### config.mk
export PLATFORM = sky130hd
export DESIGN_NAME = reg_scoreboard
export DESIGN_NICKNAME = d
export VERILOG_FILES = /design/src/rtl/rv_pkg.sv /design/src/rtl/reg_scoreboard_onehot_decoder.sv /design/src/rtl/reg_scoreboard.sv
export SDC_FILE = /design/constraint.sdc
export NUM_CORES = 1
export LEC_CHECK = 0
export BUFFER_PORTS_ARGS = -buffer_cell sky130_fd_sc_hd__buf_4
export CAP_MARGIN = 20
export CORE_UTILIZATION = 30
export CTS_BUF_LIST = sky130_fd_sc_hd__clkbuf_4
export CTS_CLUSTER_DIAMETER = 120
export DETAILED_ROUTE_END_ITERATION = 16
export PLACE_DENSITY = 0.58
export SETUP_SLACK_MARGIN = 0.4
export SYNTH_ARGS = -nofsm -noshare
export SYNTH_HDL_FRONTEND = slang
export SYNTH_SLANG_ARGS = --single-unit
### constraint.sdc
create_clock -name clk -period 4.2 [get_ports clk]
set_clock_uncertainty 0.2 [all_clocks]
set_input_delay 0.63 -clock clk [delete_from_list [all_inputs] [get_ports clk]]
set_output_delay 0.63 -clock clk [all_outputs]
set_load 0.01 [all_outputs]
### src/rtl/rv_pkg.sv
// rv_pkg: shared RISC-V register-file widths and index/mask types.
package rv_pkg;
   localparam int REG_ADDR_W = 5;
   localparam int NUM_REGS   = 32;
   typedef logic [REG_ADDR_W-1:0] reg_idx_t;
   typedef logic [NUM_REGS-1:0]   reg_mask_t;
endpackage

### src/rtl/reg_scoreboard_onehot_decoder.sv
// onehot_decoder: enable-gated binary to one-hot decoder, out = en ? 1<<sl : 0.
module onehot_decoder #(
   parameter int IN_W  = 5,
   parameter int OUT_W = 2**IN_W
) (
   input  logic [IN_W-1:0]  sl,
   input  logic             en,
   output logic [OUT_W-1:0] out
);
   assign out = en ? OUT_W'(1) << sl : '0;
endmodule

### src/rtl/reg_scoreboard.sv
// reg_scoreboard: register-busy scoreboard with RAW/WAW and pending-cap stall.
// SCOREBOARD_WB_BYPASS_EN: a register written back this cycle counts as free for issue.
module reg_scoreboard
   import rv_pkg::*;
#(
   parameter int ADDR_W   = REG_ADDR_W,
   parameter int MAX_PEND = 4,
   parameter int CNT_W    = 3
) (
   input  logic                 clk,
   input  logic                 rst,
   input  logic                 iss_valid,
   input  logic [ADDR_W-1:0]    iss_rd,
   input  logic                 iss_rd_we,
   input  logic [ADDR_W-1:0]    iss_rs1,
   input  logic [ADDR_W-1:0]    iss_rs2,
   output logic                 iss_ready,
   input  logic                 wb_valid,
   input  logic [ADDR_W-1:0]    wb_rd,
   input  logic                 flush,
   output logic [2**ADDR_W-1:0] busy_vec,
   output logic [CNT_W-1:0]     pend_cnt,
   output logic                 wb_err
);
   localparam int NREGS = 2**ADDR_W;
   logic [NREGS-1:0] busy_q, busy_d, set_mask, clr_mask, haz;
   logic [CNT_W-1:0] pend_q, pend_d;
   logic             err_q, err_d, set_en, clr_en, pend_full;
   // busy_q[0] is never set, so a writeback to x0 is never a valid clear
   assign clr_en = wb_valid && busy_q[wb_rd];
`ifdef SCOREBOARD_WB_BYPASS_EN
   assign haz       = busy_q & ~clr_mask;
   assign pend_full = (pend_q == CNT_W'(MAX_PEND)) && !clr_en;
`else
   assign haz       = busy_q;
   assign pend_full = pend_q == CNT_W'(MAX_PEND);
`endif
   assign iss_ready = !(haz[iss_rs1] || haz[iss_rs2] ||
                        (iss_rd_we && (haz[iss_rd] || (iss_rd != '0 && pend_full))));
   assign set_en    = iss_valid && iss_ready && iss_rd_we && iss_rd != '0;
   onehot_decoder #(.IN_W(ADDR_W), .OUT_W(NREGS)) u_set_dec (
      .sl (iss_rd),
      .en (set_en),
      .out(set_mask)
   );
   onehot_decoder #(.IN_W(ADDR_W), .OUT_W(NREGS)) u_clr_dec (
      .sl (wb_rd),
      .en (clr_en),
      .out(clr_mask)
   );
   // set is OR-ed after the clear so a same-register collision keeps the bit
   always_comb begin
      busy_d    = flush ? '0 : (busy_q & ~clr_mask) | set_mask;
      busy_d[0] = 1'b0;
      pend_d    = flush ? '0 : pend_q + CNT_W'(set_en) - CNT_W'(clr_en);
      err_d     = err_q || (wb_valid && !busy_q[wb_rd]);
   end
   always_ff @(posedge clk or posedge rst) begin
      if (rst) begin
         busy_q <= '0;
         pend_q <= '0;
         err_q  <= 1'b0;
      end else begin
         busy_q <= busy_d;
         pend_q <= pend_d;
         err_q  <= err_d;
      end
   end
   assign busy_vec = busy_q;
   assign pend_cnt = pend_q;
   assign wb_err   = err_q;
endmodule

==> flow_metrics.py <==
metrics = {
    "power_and_ir_drop": {
        "max-vdd-ir-drop_uv": 115.0,
        "switching_share_pct": 31.93,
        "p_switching_mw": 0.2226,
        "p_seq_share_pct": 50.0,
        "power.total_mw": 0.6970,
        "clkPwrFrac_pct": 26.2,
        "power_density_nw_per_um2": 197.3,
        "cellLeakagePower_nw": 1.422,
        "power.share.combinational_pct": 23.8,
        "internal_power_mw": 0.4744,
    },
    "synthesis": {
        "synth_compound_area_share_pct": 15.75,
        "yosysTopAreaCell": "dfrtp_1",
        "yosys.area.top_type_share_pct": 29.95,
        "synthAdderAreaFrac_pct": 1.540,
        "synth_nets": 322,
        "synth_common_cells": "dfrtp_1, mux4_2, nand3_1, o21ai_0",
        "yosysUniqueCellTypes": 51,
        "synthSimpleGateAreaFrac_pct": 18.44,
        "synth-edff-count": 0,
        "syn_avg_cell_area_um2": 9.980,
        "synth-main-ff-cell": "dfrtp_1",
        "synth_mux_area_share_pct": 28.16,
        "synthArstFlopShare_pct": 100.0,
        "yosys.cell_count.top_type": "dfrtp_1",
        "synth_area_leaders": "dfrtp_1, mux4_2, mux2i_1, nand4_1, nand3_1",
        "synth_top_family_by_area": "multiplexers",
        "synth-seq-cells": 35,
        "yosys.area_share.xor_xnor_pct": 0.5991,
        "netlist_instances": 293,
        "synth_area_um2": 2924,
        "yosysSeqAreaShare_pct": 29.95,
        "yosysWarnings": 0,
    },
    "clocking": {
        "cts_buffers": 5,
        "clockBufferDepth": 2,
        "clkLatencyLatePin_ns": 0.35,
        "cts.htree.levels": 2,
        "numClockSinks": 35,
        "clockRootBuffer": "clkbuf_4",
        "clkTransAtPathRegs_ns": 0.11,
        "cts_resized": 0,
        "hold_buffers": 0,
        "cts_tree": "built",
        "post_cts_buffers": 0,
    },
    "sta": {
        "finalHoldViolations": 0,
        "timing.slew.headroom_pct": 38.42,
        "post-route-period-util_pct": 82.14,
        "worstMarginPinSlew_ns": 0.9218,
        "rsz0062_at_grt": "no",
        "drv_slew": 0,
        "tns_ns": 0,
        "max_clock_freq_ghz": 0.2899,
        "hold_slack_ns": 0.1731,
        "layout_min_cycle_time_ns": 3.450,
        "final-setup-viol-count": 0,
    },
    "placement": {
        "dp_hpwl_um": 7392,
        "gp_congestion": 0.8895,
        "postPlaceCellArea_um2": 3481,
        "io_buffers": 61,
    },
    "setup_path": {
        "crit_slowest_cell": "dfrtp_1",
        "crit_type": "reg2reg",
        "path_delay_family": "adder cells",
        "crit_path_end_kind": "register",
        "crit_buf_inv": 2,
        "crit_chain": "mux4_2 -> mux2i_1 -> nand2_1 -> a221oi_1 -> o21ai_2 -> or3_1 -> ha_1 -> inv_1 -> ha_1 -> inv_1 -> fa_1 -> xnor2_1 -> nor2_1",
        "cpPeakStageDelay_ns": 0.50,
        "cp.required_ns": 4.25,
        "path_max_fanout": 6,
        "crit_arrival_ns": 3.50,
        "startpoint_type": "register",
    },
    "route": {
        "wirelength_um": 10170,
        "detail-route-antenna-nets": 0,
        "first_pass_iters": 5,
        "vias": 2843,
        "viasPerCell": 6.062,
        "wl_per_cell_um": 21.68,
        "drc": 0,
        "drt_iter0_markers": 280,
    },
    "grt": {
        "grt_pass1_wl_um": 15970,
        "antenna_found_initial": 0,
        "grt_pass1_vias": 2782,
        "grtUsageTotal_pct": 21.01,
        "grt_overflow_total": 0,
        "grt_max_degree": 36,
    },
    "final_layout": {
        "design_area_um2": 3533,
        "fillers": 945,
        "antennaDiodeCount": 0,
        "layout.nets": 368,
        "areaGrowthSynthToFinish_pct": 20.84,
        "drive_gt1_share_pct": 33.53,
    },
    "outcome": {
        "outcome": "finished clean",
    },
    "worst_hold_path": {
        "hold_class": "in2async",
    },
    "floorplanning": {
        "core_um2": 9328,
        "initial_utilization_pct": 31.35,
        "die_height_um": 100.7,
        "ios": 63,
        "die_width_um": 100.7,
        "dieArea_um2": 10150,
        "rows": 35,
    },
    "flow_run": {
        "drv_cap": 0,
    },
}
==> cells in the final DEF (no fill, tap or decap), types with 2 or more instances in the layout <==
cell type / synthesis / layout
buf_4: 1 / 68
dfrtp_1: 35 / 35
mux4_2: 26 / 26
o21ai_0: 21 / 21
nand3_1: 21 / 21
mux2i_1: 17 / 17
nand4_1: 17 / 17
a21oi_1: 16 / 16
nand2b_1: 12 / 12
nand2_1: 11 / 11
o21ai_1: 9 / 9
nor2_1: 8 / 8
o211ai_1: 8 / 8
inv_1: 7 / 7
nor2b_1: 6 / 6
clkbuf_4: 0 / 6
mux2_2: 5 / 5
o31ai_1: 4 / 4
a221oi_1: 3 / 3
or3_1: 3 / 3
o311ai_0: 3 / 3
nor4bb_1: 2 / 2
o22a_1: 2 / 2
o22ai_1: 3 / 2
ha_1: 2 / 2
clkinv_1: 0 / 2
==> power groups by stage <==
stage	logic (mW)	clock network [mW]	registers, mW
after floorplan	0.103	0	0.355
after global placement	0.163	0	0.355
after detailed placement	0.164	0	0.355
after CTS	0.165	0.186	0.349
after global routing	0.178	0.205	0.349
final	0.166	0.183	0.349
==> worst reg2reg max path: cells and delay by family (launching register included) <==
family,cells,cell delay [ns]
flops,1,0.50
fa+ha+maj,3,0.81
mux,2,0.70
compound gates,2,0.44
xor+xnor,1,0.15
buf+inv,2,0.11
simple gates,3,0.45
==> final timing paths <==
path                         startpoint            to  slack, ns  cells past startpoint
setup / recovery           busy_vec[14]   pend_cnt[2]       0.75                     13
hold / removal                      rst   pend_cnt[1]       0.17                      3
setup reg to reg           busy_vec[14]   pend_cnt[2]       0.75                     13
hold reg to reg                  wb_err        wb_err       0.29                      1
max in group asynchronous           rst  busy_vec[18]       3.30                      3
min in group clk                 wb_err        wb_err       0.29                      1
==> final cells by class <==
cell class	count	area (µm²)	area share [%]
Tap cell	129	161.4	4.568
Multi-Input combinational cell	222	1907	53.97
Clock inverter	2	7.507	0.2125
Sequential cell	35	875.8	24.79
Clock buffer	6	45.04	1.275
Inverter	7	26.28	0.7436
Timing Repair Buffer	68	510.5	14.45
==> kinds of logic (layout without fill, tap and decap cells) <==
| group | count (synthesis) | after routing |
|---|---|---|
| AO/OA/AOI/OAI | 75 | 75 |
| XOR/XNOR | 2 | 2 |
| adder cells (fa/ha/maj) | 3 | 3 |
| buffers and inverters | 36 | 83 |
| flip-flops | 35 | 35 |
| multiplexers | 49 | 49 |
| other | 1 | 1 |
| AND/OR/NAND/NOR | 92 | 92 |
==> per-layer routing <==
metal  vias to the layer above  track usage, %  part of all wire (%)
li1                       1235               -                     -
met5                         -               0                     0
met3                        17           3.883                   8.6
met4                         0           6.243                   1.9
met2                       173           32.56                    46
met1                      1418           29.86                    43
==> state kept, by name, summed over array words and instances (netlist names) <==
signal and count:
pend_cnt 3, busy_vec 31, wb_err 1
==> stage by stage <==
stage	instances	setup slack, ns	utilization (%)
floorplan	293	0.4068	-
global placement	461	0.4053	37.32
detailed placement	461	0.3423	37.32
CTS	469	0.7330	37.88
global route	469	0.5366	37.88
finish	469	0.7500	37.88
Power figures use the tool's default switching activity.
